File: config.mk
export PLATFORM = sky130hd
export DESIGN_NAME = bus_arbiter_2
export DESIGN_NICKNAME = d
export VERILOG_FILES = /design/src/rtl/bus_arbiter_2.sv
export SDC_FILE = /design/constraint.sdc
export NUM_CORES = 1
export LEC_CHECK = 0
export ABC_AREA = 1
export BUFFER_PORTS_ARGS = -buffer_cell sky130_fd_sc_hd__buf_2
export CAP_MARGIN = 20
export CELL_PAD_IN_SITES_DETAIL_PLACEMENT = 0
export CELL_PAD_IN_SITES_GLOBAL_PLACEMENT = 1
export CORE_UTILIZATION = 44
export CTS_BUF_LIST = sky130_fd_sc_hd__clkbuf_8
export DETAILED_ROUTE_END_ITERATION = 8
export PLACE_DENSITY = 0.81
export SLEW_MARGIN = 20
export SYNTH_ARGS = -nofsm -noshare
export SYNTH_HDL_FRONTEND = slang
export SYNTH_SLANG_ARGS = --single-unit
File: constraint.sdc
create_clock -name Clock -period 1.7 [get_ports Clock]
set_input_delay 0.17 -clock Clock [delete_from_list [all_inputs] [get_ports Clock]]
set_output_delay 0.17 -clock Clock [all_outputs]
set_load 0.01 [all_outputs]
File: src/rtl/bus_arbiter_2.sv
// Two-requester bus arbiter: round-robin on contention, hold-time preemption,
// and a mandatory one-cycle TURN gap between grants to different requesters.
module bus_arbiter_2 #(
  parameter int unsigned MaxHold = 8
) (
  input  logic Clock,
  input  logic nReset,
  input  logic Req_0,
  input  logic Req_1,
  output logic Gnt_0,
  output logic Gnt_1,
  output logic MuxSel,
  output logic MuxEnable,
  output logic Busy
);

  typedef enum logic [1:0] {
    IDLE   = 2'd0,
    GRANT0 = 2'd1,
    GRANT1 = 2'd2,
    TURN   = 2'd3
  } state_t;

  localparam logic [7:0] HoldLimit = 8'(MaxHold - 1);

  state_t     r_state;
  state_t     w_next;
  logic       r_last_gnt;
  logic [7:0] r_hold_cnt;
  logic       r_gnt0;
  logic       r_gnt1;
  logic       r_mux_sel;
  logic       r_mux_en;
  logic       r_busy;
  logic       w_hold_expired;
  logic       w_entry;
  logic       w_in_grant;

  always_comb begin
    w_next         = r_state;
    w_hold_expired = (r_hold_cnt == HoldLimit);
    case (r_state)
      IDLE, TURN: begin
        if (Req_0 && Req_1)
          w_next = r_last_gnt ? GRANT0 : GRANT1;
        else if (Req_0)
          w_next = GRANT0;
        else if (Req_1)
          w_next = GRANT1;
        else
          w_next = IDLE;
      end
      // A release takes priority, but both release and preemption lead to TURN.
      GRANT0: if (!Req_0 || (w_hold_expired && Req_1)) w_next = TURN;
      GRANT1: if (!Req_1 || (w_hold_expired && Req_0)) w_next = TURN;
      default: w_next = IDLE;
    endcase
  end

  assign w_in_grant = (r_state == GRANT0) || (r_state == GRANT1);
  // GRANTn is only ever entered from IDLE or TURN, so any state change into it is an entry.
  assign w_entry    = ((w_next == GRANT0) || (w_next == GRANT1)) && (w_next != r_state);

  always_ff @(posedge Clock or negedge nReset) begin
    if (!nReset) begin
      r_state    <= IDLE;
      r_last_gnt <= 1'b1;
      r_hold_cnt <= '0;
      r_gnt0     <= 1'b0;
      r_gnt1     <= 1'b0;
      r_mux_sel  <= 1'b0;
      r_mux_en   <= 1'b0;
      r_busy     <= 1'b0;
    end else begin
      r_state  <= w_next;
      r_gnt0   <= (w_next == GRANT0);
      r_gnt1   <= (w_next == GRANT1);
      r_mux_en <= (w_next == GRANT0) || (w_next == GRANT1);
      r_busy   <= (w_next != IDLE);
      if (w_next == GRANT0)
        r_mux_sel <= 1'b0;
      else if (w_next == GRANT1)
        r_mux_sel <= 1'b1;
      if (w_entry) begin
        r_hold_cnt <= '0;
        r_last_gnt <= (w_next == GRANT1);
      end else if (w_in_grant && (r_hold_cnt != HoldLimit)) begin
        r_hold_cnt <= r_hold_cnt + 8'd1;
      end
    end
  end

  assign Gnt_0     = r_gnt0;
  assign Gnt_1     = r_gnt1;
  assign MuxSel    = r_mux_sel;
  assign MuxEnable = r_mux_en;
  assign Busy      = r_busy;

endmodule

Yosys cells after proc, flatten, opt, wreduce, memory -nomap -nowiden
Index checks and enable logic that the tools add are counted.
{"block": "word_totals", "regBits": 16}
{"block": "op_classes", "addsub": 1, "n_reduce_logical": 16, "n_eq_ne": 8, "n_mux": 11}
{"operator": "8-bit two-way mux", "count": 2}
{"operator": "2-bit two-way mux", "count": 6}
{"operator": "8-bit by 1-bit adder with 8-bit output (second input constant)", "count": 1}
{"operator": "8-bit by 3-bit == test with 1-bit output (second input constant)", "count": 1}
{"operator": "8-bit by 3-bit != test with 1-bit output (second input constant)", "count": 1}
{"operator": "2-bit == test (second input constant)", "count": 3}
{"operator": "2-bit case mux with 3 select lines", "count": 1}
{"operator": "2-bit nonzero test", "count": 3}
{"operator": "1-bit logical AND", "count": 5}
{"operator": "2-bit by 1-bit == test with 1-bit output (second input constant)", "count": 2}
{"operator": "1-bit logical OR", "count": 4}
{"operator": "1-bit zero test", "count": 2}
{"operator": "2-bit zero test", "count": 1}
{"operator": "1-bit two-way mux", "count": 2}
{"operator": "2-bit != test", "count": 1}
{"operator": "2-bit OR reduction", "count": 1}

Logic depth before layout (Yosys ltp)
Gate-level depths: netlist of run 1.
{"block": "logic_depth", "word_depth": 9, "mapped_depth": 11}

Worst setup path after synthesis of run 1
No wires, ideal clock.
{"block": "synth_path", "kind": "flip-flop to flip-flop", "start": "register r_hold_cnt[0]", "end": "register r_mux_en (netlist: MuxEnable)", "t_arrival_ns": 1.419, "required_time_ns": 1.576, "slack_ns": 0.156, "path_stages_with_launch": 12, "setup_time_ns": 0.124, "path_buffers": 0, "path_cell_list": "dfrtp_1 -> ha_1 -> nand3_2 -> nor2_4 -> nand2_1 -> nand2_1 -> nand2_1 -> nand2_1 -> nand2_2 -> nand2_1 -> inv_2 -> or2_1"}
{"block": "synth_between", "elab_chain_len": 7}
{"element": "start: declaration", "line": "29", "rtl": "logic [7:0] r_hold_cnt;"}
{"element": "start signal: assignment", "line": "88", "rtl": "r_hold_cnt <= r_hold_cnt + 8'd1;"}
{"element": "8-bit by 3-bit == test with 1-bit output *", "line": "41", "rtl": "w_hold_expired = (r_hold_cnt == HoldLimit);"}
{"element": "1-bit logical AND (on tied branches)", "line": "55, 54"}
{"element": "1-bit logical OR (on tied branches)", "line": "55, 54"}
{"element": "2-bit two-way mux (on tied branches)", "line": "55, 54"}
{"element": "2-bit case mux with 3 select lines *", "line": "42", "rtl": "case (r_state)"}
{"element": "2-bit by 1-bit == test with 1-bit output / 2-bit == test (equally long branches)", "line": "78", "rtl": "r_mux_en <= (w_next == GRANT0) || (w_next == GRANT1);"}
{"element": "1-bit logical OR *", "line": "78"}
{"element": "end signal: assignment", "line": "78"}
{"element": "end: declaration", "line": "33", "rtl": "logic r_mux_en;"}
Mark *: on every way between the ends. The rest lies on a longest branch, timed or not.
A chain may end at the register's enable or synchronous reset.

Worst setup path after layout of run 1
{"block": "layout_path", "start": "register r_hold_cnt[0]", "end": "register r_hold_cnt[5]"}
{"block": "layout_between", "elab_chain_len": 9}
{"element": "8-bit by 3-bit == test with 1-bit output *", "line": "41"}
{"element": "1-bit logical AND (on tied branches)", "line": "55, 54"}
{"element": "1-bit logical OR (on tied branches)", "line": "55, 54"}
{"element": "2-bit two-way mux (on tied branches)", "line": "55, 54"}
{"element": "2-bit case mux with 3 select lines *", "line": "42"}
{"element": "via w_next[1]", "line": "27", "rtl": "state_t w_next;"}
{"element": "2-bit by 1-bit == test with 1-bit output / 2-bit == test (equally long branches)", "line": "62", "rtl": "assign w_entry = ((w_next == GRANT0) || (w_next == GRANT1)) && (w_next != r_state);"}
{"element": "1-bit logical OR", "line": "62"}
{"element": "1-bit logical AND *", "line": "62"}
{"element": "8-bit two-way mux / 2-bit nonzero test (equally long branches)"}
Mark *: on every way through the listed nets, which the timed path passes. The rest lies on a longest branch. The select of a mux whose other input is x is not followed.

==> results of run 1 <==
layout by cell type, fill, tap and decap left out, types with 2 or more instances in the layout:
| master | instances |
|---|---|
| nand2_2 | 4 |
| nand3_2 | 3 |
| dfrtp_1 | 15 |
| nand2_1 | 22 |
| clkbuf_8 | 3 |
| buf_4 | 14 |
| buf_2 | 8 |
| nand3_1 | 3 |
| nor2_4 | 2 |
| o21ai_0 | 2 |
| nand2_4 | 2 |
| nor2_1 | 13 |
| inv_1 | 12 |
| xor2_1 | 6 |
| nor2_2 | 3 |
kinds of logic (layout without fill, tap and decap cells):
logic type	count (synthesis)	count (layout)	synth area share, %
xor gates and xnor gates	6	6	6.25
buffers and inverters	12	39	5.36
muxes	1	1	1.34
DFF	16	16	47.8
AOI/OAI and AO/OA	5	5	5.06
and+or+nand+nor	55	55	29.8
adders and majority gates	3	3	4.46
where the power goes:
group	switching (mW)	internal (mW)	leakage, nW
clock	0.115	0.159	0.0269
combinational	0.869	0.677	0.343
sequential	0.0604	0.528	0.203
total	1.04	1.36	0.573
sequential cells by signal (all words and copies together) (netlist names):
register and count:
MuxSel 1, MuxEnable 1, Busy 1, r_hold_cnt 8
r_last_gnt 1, Gnt_1 1, Gnt_0 1, r_state 2
layout make-up:
class	count	area [um2]	share of cell area (%)
inverters	12	45.0	4.00
flip-flops and latches	16	402	35.7
repair buffers	23	155	13.8
clock inverters	1	3.75	0.334
well taps	25	31.3	2.78
clock buffers	3	41.3	3.67
multi-input cells	70	447	39.7
layer usage:
layer | wire length [um] | part of all wire, % | track usage [%] | vias up
met5 | 0 | 0 | 0 | -
met4 | 12 | 0.73 | 7.06 | 0
met3 | 28 | 1.7 | 2.38 | 2
met2 | 790 | 48 | 31.4 | 8
met1 | 803 | 49 | 23.5 | 309
li1 | - | - | - | 361
timing repair:
action                                  4_1_cts  5_1_grt
hold buffers                                  1        0
endpoints found under the setup margin        8       11
resized for setup                             1       13
endpoints found under the hold margin        15        0
buffers inserted                              0        4
pin swaps                                     0        6
worst register-to-register path: stages, from the launching register on:
cell and delay [ns]:
dfrtp_1 0.36, ha_2 0.19, nand3_2 0.09, nor2_4 0.14, nand2_1 0.07, nand2_1 0.07
nand2_2 0.07, a21boi_4 0.21, nand3_2 0.13, nand2_4 0.13, nor2_1 0.05
final timing paths:
check                      cells after the start                   endpoint  slack (ns)                 startpoint
hold reg to reg                                2     r_last_gnt$_DFFE_PN1P_        0.49     r_last_gnt$_DFFE_PN1P_
max in group asynchronous                      2     r_last_gnt$_DFFE_PN1P_        1.03                     nReset
setup / recovery                              10  r_hold_cnt[5]$_DFFE_PN0P_        0.07  r_hold_cnt[0]$_DFFE_PN0P_
min in group asynchronous                      2  r_hold_cnt[3]$_DFFE_PN0P_        0.36                     nReset
hold / removal                                 5       r_state[0]$_DFF_PN0_        0.35                      Req_0
setup reg to reg                              10  r_hold_cnt[5]$_DFFE_PN0P_        0.07  r_hold_cnt[0]$_DFFE_PN0P_
per-stage QoR:
| step | hold slack [ns] | cell area (um2) | util, % | setup WS [ns] | power [mW] |
|---|---|---|---|---|---|
| floorplan | -0.126 | 841 | - | 0.156 | 1.45 |
| global placement | 0.0964 | 987 | 56.0 | 0.0255 | 1.83 |
| detailed placement | 0.0978 | 987 | 56.0 | -0.00951 | 1.86 |
| CTS | 0.331 | 1040 | 59.2 | 0.00144 | 2.16 |
| global route | 0.377 | 1120 | 63.8 | -0.0352 | 2.60 |
| finish | 0.346 | 1120 | 63.8 | 0.0746 | 2.41 |
synthesized netlist by cell type:
master / number / area, um2
dfstp_2: 1 / 26.3
nand2_1: 25 / 93.8
xor2_1: 6 / 52.6
ha_1: 3 / 37.5
nor3_1: 1 / 5.00
o21ai_0: 3 / 15.0
a21oi_2: 1 / 8.76
a21boi_4: 1 / 18.8
dfrtp_1: 15 / 375
nand3_2: 2 / 20.0
nor2_1: 15 / 56.3
mux2_2: 1 / 11.3
or2_1: 1 / 6.26
nor2_4: 1 / 11.3
nand4_1: 1 / 6.26
nand2_2: 3 / 18.8
inv_1: 11 / 41.3
nand3_1: 4 / 20.0
inv_2: 1 / 3.75
nor2_2: 2 / 12.5
==> results.md, run 1 <==
- Highest clock rate: 0.615 GHz
- Vias after detailed routing: 680
- Die area: 2090 um2
- PwrDens: 2140 nW/um2
- Mapped Nets: 105
- Unrepaired setup endpoints after global routing: yes
- Slew of the pin with the lowest slew margin: 0.350 ns
- Final Wtd Congestion: 0.731
- Post-Syn Instances: 98
- Fillers: 163
- Largest net degree at the start of global routing: 17
- Outcome: finished, final reports clean
- Initial Utilization: 47.7%
- Die H: 45.7 um
- Worst EP arrival: 1.75 ns
- Area Overhead vs Synth: 33.8%
- Num CTS Buffers: 3
- Worst-path fanout max: 8
- Slowest CP cell: dfrtp_1
- CTS Sinks: 16
- Drt first pass iters: 4
- Final hold vios: 0
- Core Rows: 15
- Post-synthesis sequential area ratio: 47.8%
- Startpoint Class: register
- Pins Over Slew Limit: 0
- DRC Markers: 0
- CTS tree: done
- DR vias/cell: 4.53
- Total core area: 1760 um2
- Clock buffer depth: 2
- Detailed Place HPWL: 1.25 mm
- Skew-Pair Late Insertion Delay: 0.24 ns
- Period Utilization, post-route: 95.6%
- Antenna violations before repair: 0
- LEAKAGE: 0.573 nW
- DR iter-0 viols: 7
- Layout cells sized above 1: 37.6%
- Average wire per standard cell: 10.9 um
- Clock transition at path regs: 0.06 ns
- Grt ovf: 0
- Worst endpoint required time: 1.83 ns
- Non-Filler Instances: 150
- CP delay by family, top: simple AND/OR/NAND/NOR gates
- Vias in the first global route: 677
- CTS H-tree lvls: 1
- # IOs: 9
- Number of port buffers: 8
- Maximum VDD drop: 1580 uV
- First-pass GRT wire length: 2.70 mm
- Root buffer cell: clkbuf_8
- Max cap viols: 0
- Antenna-violating nets left: 0
- Worst Hold Class: input port to register
- Global Route Usage Sum: 18.3%
- Die Width: 45.7 um
- Synth Warn #: 0
- Setup_tns: 0 ns
- Cell count after placement: 141
- Max-slew headroom: 76.7%
- Diodes inserted: 0
- Min cycle time layout: 1.63 ns
- Synthesized flop and latch total: 16
- Netlist cell types: 20
- Setup Crit Path Kind: register to register
- Worst path cell trace: ha_2 -> nand3_2 -> nor2_4 -> nand2_1 -> nand2_1 -> nand2_2 -> a21boi_4 -> nand3_2 -> nand2_4 -> nor2_1
- Overall routed net length: 1.63 mm
- Worst setup EP type: register
- Clock Skew: 0.00571 ns
- Final nets: 133
- Worst Path Buf+Inv: 0
- Avg Cell Area, Syn: 8.58 um2
- Synthesized area: 841 um2
- Worst stage delay on the critical path: 0.36 ns
- # setup viols final: 0
Note: power is estimated with default switching activity, not from simulation.
==> run 2, diff against run 1 <==
CELL_PAD_IN_SITES_DETAIL_PLACEMENT = not set   (was 0)
CELL_PAD_IN_SITES_GLOBAL_PLACEMENT = not set   (was 1)
CORE_UTILIZATION = 50   (was 44)
PLACE_DENSITY = 0.72   (was 0.81)
==> run 2 against run 1 <==
  * Cell count decreased by 7.3%
  * Power grew 1.2%
  * Sequential power increased by 1%
  * Maximum frequency is 3.6% lower
  * Wire length up 18%
  * Global-route usage is 2.8 points higher
  * Critical path depth unchanged
  * First-iteration DRC count is 130% higher
  * Non-clock buffer count is 2 lower
  * Largest cell class unchanged
==> results.md, run 2 (synthesized netlist as in run 1, its figures left out) <==
- Vias in the first global route: 683 (was 677)
- Clock transition at path regs: 0.06 ns (about the same)
- First-pass GRT wire length: 2.89 mm (was 2.70 mm)
- PwrDens: 2200 nW/um2 (was 2140 nW/um2)
- Final hold vios: 0 (unchanged)
- Final Wtd Congestion: 0.816 (was 0.731)
- Non-Filler Instances: 139 (was 150)
- DR iter-0 viols: 16 (was 7)
- Cell count after placement: 128 (was 141)
- Min cycle time layout: 1.69 ns (was 1.63 ns)
- Grt ovf: 0 (unchanged)
- Root buffer cell: clkbuf_8 (unchanged)
- Setup Crit Path Kind: register to register (unchanged)
- DR vias/cell: 5.31 (was 4.53)
- Area Overhead vs Synth: 31.8% (was 33.8%)
- Layout cells sized above 1: 37.4% (was 37.6%)
- LEAKAGE: 0.563 nW (was 0.573 nW)
- Highest clock rate: 0.593 GHz (was 0.615 GHz)
- Vias after detailed routing: 738 (was 680)
- Overall routed net length: 1.93 mm (was 1.63 mm)
- Die area: 1850 um2 (was 2090 um2)
- Largest net degree at the start of global routing: 17 (unchanged)
- Drt first pass iters: 4 (unchanged)
- Clock Skew: 0.00298 ns (was 0.00571 ns)
- Fin util: 71.9% (was 63.8%)
- Period Utilization, post-route: 99.2% (was 95.6%)
- Initial Utilization: 54.5% (was 47.7%)
- Slew of the pin with the lowest slew margin: 0.357 ns (was 0.350 ns)
- Worst-path fanout max: 8 (unchanged)
- Commonest non-fill, non-tap cell in the layout: nand2_1 (unchanged)
- Worst setup EP type: register (unchanged)
- Antenna-violating nets left: 0 (unchanged)
- # IOs: 9 (unchanged)
- Num CTS Buffers: 3 (unchanged)
- # setup viols final: 0 (unchanged)
- Max cap viols: 0 (unchanged)
- Clock buffer depth: 2 (unchanged)
- Die Width: 43.0 um (was 45.7 um)
- Largest reg by FF count: r_hold_cnt (unchanged)
- Die H: 43.0 um (was 45.7 um)
- CTS H-tree lvls: 1 (unchanged)
- Startpoint Class: register (unchanged)
- Maximum VDD drop: 1550 uV (was 1580 uV)
- Core Rows: 14 (was 15)
- Path depth of the worst reg2reg path: 10 (unchanged)
- Largest registers: r_hold_cnt: 8 flops, r_state: 2 flops (unchanged)
- Max-slew headroom: 76.2% (was 76.7%)
- Detailed Place HPWL: 1.18 mm (was 1.25 mm)
- DRC Markers: 0 (unchanged)
- Worst r2r dst: r_hold_cnt[3]$_DFFE_PN0P_ (was r_hold_cnt[5]$_DFFE_PN0P_)
- Most frequent cells in the layout: 22 x nand2_1, 15 x dfrtp_1, 13 x nor2_1, 12 x buf_4, 11 x inv_1 (was 22 x nand2_1, 15 x dfrtp_1, 14 x buf_4, 13 x nor2_1, 12 x inv_1)
- Pins Over Slew Limit: 0 (unchanged)
- Worst EP arrival: 1.82 ns (was 1.75 ns)
- CTS tree: done (unchanged)
- Average wire per standard cell: 13.9 um (was 10.9 um)
- Total core area: 1540 um2 (was 1760 um2)
- Worst endpoint required time: 1.83 ns (about the same)
- Final nets: 131 (was 133)
- Crit path capture: r_hold_cnt[3]$_DFFE_PN0P_ (was r_hold_cnt[5]$_DFFE_PN0P_)
- Antenna violations before repair: 0 (unchanged)
- Skew-Pair Late Insertion Delay: 0.25 ns (was 0.24 ns)
- Largest register FFs: 8 (unchanged)
- Crit Reg-Reg Startpoint: r_hold_cnt[1]$_DFFE_PN0P_ (was r_hold_cnt[0]$_DFFE_PN0P_)
- Diodes inserted: 0 (unchanged)
- Outcome: finished, final reports clean (unchanged)
- Global Route Usage Sum: 21.1% (was 18.3%)
- CTS Sinks: 16 (unchanged)
- Number of port buffers: 8 (unchanged)
- Worst Hold Class: input port to async pin (was input port to register)
- Critical Path Start: r_hold_cnt[1]$_DFFE_PN0P_ (was r_hold_cnt[0]$_DFFE_PN0P_)
- R2R Setup Slk: 0.01 ns (was 0.07 ns)
[run 2: layout make-up]
type	count	area (um2)
clock buffer	4	55.1
inverter	12	45.0
multi-input combinational	70	447
sequential	16	402
fill	124	433
timing repair buffer	21	140
tap	16	20.0
[run 2: critical path, cell delays in order (launching register included)]
cell	delay, ns
dfrtp_1	0.41
ha_4	0.17
nand3_2	0.09
nor2_4	0.14
nand2_1	0.08
nand2_1	0.06
nand2_1	0.07
a21oi_2	0.20
nand3_2	0.14
nand2_4	0.14
nor2_1	0.06
[run 2: per-layer routing]
| metal | GRT usage [%] | vias up | part of all wire (%) |
|---|---|---|---|
| met5 | 0 | - | 0 |
| met4 | 7.27 | 0 | 2.0 |
| met3 | 3.83 | 7 | 3.0 |
| met2 | 37.3 | 16 | 50 |
| met1 | 25.7 | 364 | 45 |
| li1 | - | 351 | - |
[run 2: worst min-delay path by stage]
stage	start	to	slack (ns)	cells after the start
floorplan	nReset	Busy$_DFF_PN0_	-0.13	0
global placement	nReset	r_hold_cnt[6]$_DFFE_PN0P_	0.09	1
detailed placement	nReset	r_hold_cnt[4]$_DFFE_PN0P_	0.09	1
CTS	Req_0	r_state[0]$_DFF_PN0_	0.34	5
global route	Req_1	r_state[1]$_DFF_PN0_	0.38	5
finish	nReset	MuxSel$_DFFE_PN0P_	0.36	2
[run 2: per-stage QoR]
step	cell area, um2	hold slack, ns	setup TNS (ns)	setup WS [ns]	power, mW
6_report	1110	0.361	0	0.0134	2.44
4_1_cts	1040	0.344	0	0.0114	2.27
2_1_floorplan	841	-0.126	0	0.156	1.45
5_1_grt	1110	0.379	-0.375	-0.0512	2.59
3_3_place_gp	946	0.0936	0	0.0334	1.81
3_5_place_dp	946	0.0942	-0.0159	-0.0123	1.85
[run 2: repair_timing]
action / in CTS / in global routing
hold endpoints to repair: 15 / 0
setup buffers: 1 / 5
resized for setup: 4 / 9
gates cloned: 0 / 0
setup endpoints to repair: 9 / 10
hold buffers: 1 / 0
pin swaps: 2 / 5
[run 2: power by group]
part	internal (mW)	leakage (nW)	switching (mW)
Sequential	0.528	0.203	0.0672
Clock	0.205	0.0288	0.127
Combinational	0.634	0.331	0.876
==> run 3, diff against run 2 <==
==> constraint.sdc (replaced) <==
create_clock -name Clock -period 1.7 [get_ports Clock]
set_input_delay 0.34 -clock Clock [delete_from_list [all_inputs] [get_ports Clock]]
set_output_delay 0.34 -clock Clock [all_outputs]
set_load 0.01 [all_outputs]
==> run 3 against run 2 <==
  * The flow now finishes with violations (hold timing)
  * Global-route usage down 0.18 points
  * Critical path depth did not move
  * Count of clock-buffer cells in the layout stayed put
  * Maximum frequency is essentially flat
  * Clock power barely moved
  * First-iteration DRC count is 19% higher
  * Non-clock buffer count down 1
  * Cell area fell by 0.90%
  * Clock skew shrank 0.0012 ns
  * Worst hold slack got worse by 0.37 ns
  * Via count increased by 0.27%
  * Critical path type unchanged
  * Largest cell class unchanged
  * Largest power group unchanged
==> results.md, run 3 (synthesized netlist as in run 1, its figures left out) <==
- Outcome: complete, but fails checks (was finished, final reports clean)
- Violated checks: hold timing
- Max cap viols: 0 (unchanged)
- LEAKAGE: 0.559 nW (was 0.563 nW)
- Worst Setup Slack, final: 0.0139 ns (was 0.0134 ns)
- Largest registers: r_hold_cnt: 8 flops, r_state: 2 flops (unchanged)
- Clock transition at path regs: 0.06 ns (about the same)
- Worst r2r dst: r_hold_cnt[3]$_DFFE_PN0P_ (unchanged)
- Global Route Usage Sum: 20.9% (was 21.1%)
- Vias after detailed routing: 740 (was 738)
- Part of the power in registers: 24.5% (was 24.4%)
- Crit Reg-Reg Startpoint: r_hold_cnt[1]$_DFFE_PN0P_ (unchanged)
- Commonest non-fill, non-tap cell in the layout: nand2_1 (unchanged)
- Final Wtd Congestion: 0.816 (unchanged)
- DR vias/cell: 5.36 (was 5.31)
- Antenna-violating nets left: 0 (unchanged)
- Average wire per standard cell: 13.9 um (about the same)
- Multi-input logic area: 447 um2 (unchanged)
- Antenna violations before repair: 0 (unchanged)
- CTS tree: done (unchanged)
- Worst hold margin: -0.00491 ns (was 0.361 ns)
- Root buffer cell: clkbuf_8 (unchanged)
- Die H: 43.0 um (unchanged)
- Vias in the first global route: 671 (was 683)
- Worst-path fanout max: 8 (unchanged)
- Die Width: 43.0 um (unchanged)
- Final nets: 130 (was 131)
- Total core area: 1540 um2 (unchanged)
- Final Instance Area: 1100 um2 (was 1110 um2)
- R2R Setup Slk: 0.01 ns (about the same)
- CTS Sinks: 16 (unchanged)
- Clock buffer depth: 2 (unchanged)
- Max-slew headroom: 76.3% (was 76.2%)
- Grt ovf: 0 (unchanged)
- # setup viols final: 0 (unchanged)
- Worst endpoint required time: 1.83 ns (about the same)
- Switching Share: 43.9% (about the same)
- Fillers: 125 (was 124)
- Worst setup EP type: register (unchanged)
- DR iter-0 viols: 19 (was 16)
- Die area: 1850 um2 (unchanged)
- Period Utilization, post-route: 99.2% (about the same)
- Most frequent cells in the layout: 22 x nand2_1, 15 x dfrtp_1, 13 x nor2_1, 12 x buf_4, 11 x inv_1 (unchanged)
- Combinational Power Share: 61.9% (about the same)
- Path depth of the worst reg2reg path: 10 (unchanged)
- Setup Crit Path Kind: register to register (unchanged)
- Pre-CTS WS: -0.0123 ns (unchanged)
- Final hold vios: 15 (was 0)
- Hold Buf Count CTS: 0 (was 1)
- Maximum VDD drop: 1550 uV (about the same)
- Int Power: 1.37 mW (about the same)
- Drt first pass iters: 4 (unchanged)
- Overall routed net length: 1.92 mm (was 1.93 mm)
- Worst Hold Class: input port to async pin (unchanged)
- DRC Markers: 0 (unchanged)
- Area Overhead vs Synth: 30.7% (was 31.8%)
- Worst EP arrival: 1.82 ns (about the same)
- Startpoint Class: register (unchanged)
- Clock power frac: 13.6% (about the same)
- Clock Skew: 0.00180 ns (was 0.00298 ns)
- Placed Area: 946 um2 (unchanged)
- Core Rows: 14 (unchanged)
- Setup_tns: 0 ns (unchanged)
- Psw: 1.07 mW (about the same)
- Min cycle time layout: 1.69 ns (about the same)
- Slew of the pin with the lowest slew margin: 0.356 ns (was 0.357 ns)
- Diodes inserted: 0 (unchanged)
- # IOs: 9 (unchanged)
- Number of port buffers: 8 (unchanged)
- Initial Utilization: 54.5% (unchanged)
- Detailed Place HPWL: 1.18 mm (unchanged)
- Pwr Total: 2.43 mW (was 2.44 mW)
- Highest clock rate: 0.593 GHz (about the same)
- Skew-Pair Late Insertion Delay: 0.25 ns (about the same)
- Num CTS Buffers: 3 (unchanged)
- CTS H-tree lvls: 1 (unchanged)
- Largest net degree at the start of global routing: 17 (unchanged)
- Layout cells sized above 1: 37.7% (was 37.4%)
- Largest reg by FF count: r_hold_cnt (unchanged)
- Register area: 402 um2 (unchanged)
- Largest register FFs: 8 (unchanged)
- Pins Over Slew Limit: 0 (unchanged)
- PwrDens: 2220 nW/um2 (was 2200 nW/um2)
- First-pass GRT wire length: 2.86 mm (was 2.89 mm)
[run 3: changes by cell type in the layout (fill, tap and decap cells not counted), sizes merged]
cell,change
dlygate4sd3,-1
[run 3: critical path, cell delays in order (launching register included)]
cell,delay (ns)
dfrtp_1,0.41
ha_4,0.17
nand3_2,0.09
nor2_4,0.14
nand2_1,0.08
nand2_1,0.06
nand2_1,0.07
a21oi_2,0.20
nand3_2,0.14
nand2_4,0.15
nor2_1,0.06
[run 3: final cells by class]
| type | count | share of cell area, % |
|---|---|---|
| clock buffers | 4 | 5.01 |
| inverters | 12 | 4.10 |
| multi-input cells | 70 | 40.7 |
| flip-flops and latches | 16 | 36.6 |
| well taps | 16 | 1.82 |
| repair buffers | 20 | 11.8 |
[run 3: per-layer routing]
metal / share of wire, % / wire, um / vias to the layer above / GRT usage (%)
met1: 42 / 803 / 357 / 25.7
met3: 5.7 / 110 / 7 / 3.83
met4: 2.0 / 39 / 0 / 7.27
met5: 0 / 0 / - / 0
li1: - / - / 347 / -
met2: 50 / 966 / 29 / 36.7
[run 3: through the flow]
stage / utilization, % / instances
CTS: 66.7 / 133
global route: 71.3 / 138
detailed placement: 61.4 / 128
finish: 71.3 / 138
floorplan: - / 98
global placement: 61.4 / 128
[run 3: power by group through the flow]
stage | combinational (mW) | sequential [mW] | clock (mW)
finish | 1.51 | 0.596 | 0.331
global route | 1.63 | 0.602 | 0.358
CTS | 1.34 | 0.593 | 0.331
detailed placement | 1.25 | 0.594 | 0
global placement | 1.22 | 0.591 | 0
floorplan | 0.827 | 0.622 | 0
[run 3: timing repair]
| item | in CTS | in global routing |
|---|---|---|
| gates resized for setup | 4 | 9 |
| pin swaps | 2 | 5 |
| setup buffers | 1 | 5 |
| endpoints found under the hold margin | 0 | 0 |
| endpoints found under the setup margin | 9 | 10 |
[run 3: worst max-delay path by stage]
stage	from	endpoint	depth (start not counted)
finish	r_hold_cnt[1]$_DFFE_PN0P_	r_hold_cnt[3]$_DFFE_PN0P_	10
global route	r_hold_cnt[1]$_DFFE_PN0P_	r_hold_cnt[5]$_DFFE_PN0P_	10
CTS	r_hold_cnt[1]$_DFFE_PN0P_	r_hold_cnt[3]$_DFFE_PN0P_	10
detailed placement	r_state[0]$_DFF_PN0_	r_hold_cnt[3]$_DFFE_PN0P_	8
global placement	r_state[0]$_DFF_PN0_	r_hold_cnt[7]$_DFFE_PN0P_	8
floorplan	r_hold_cnt[0]$_DFFE_PN0P_	MuxEnable$_DFF_PN0_	11
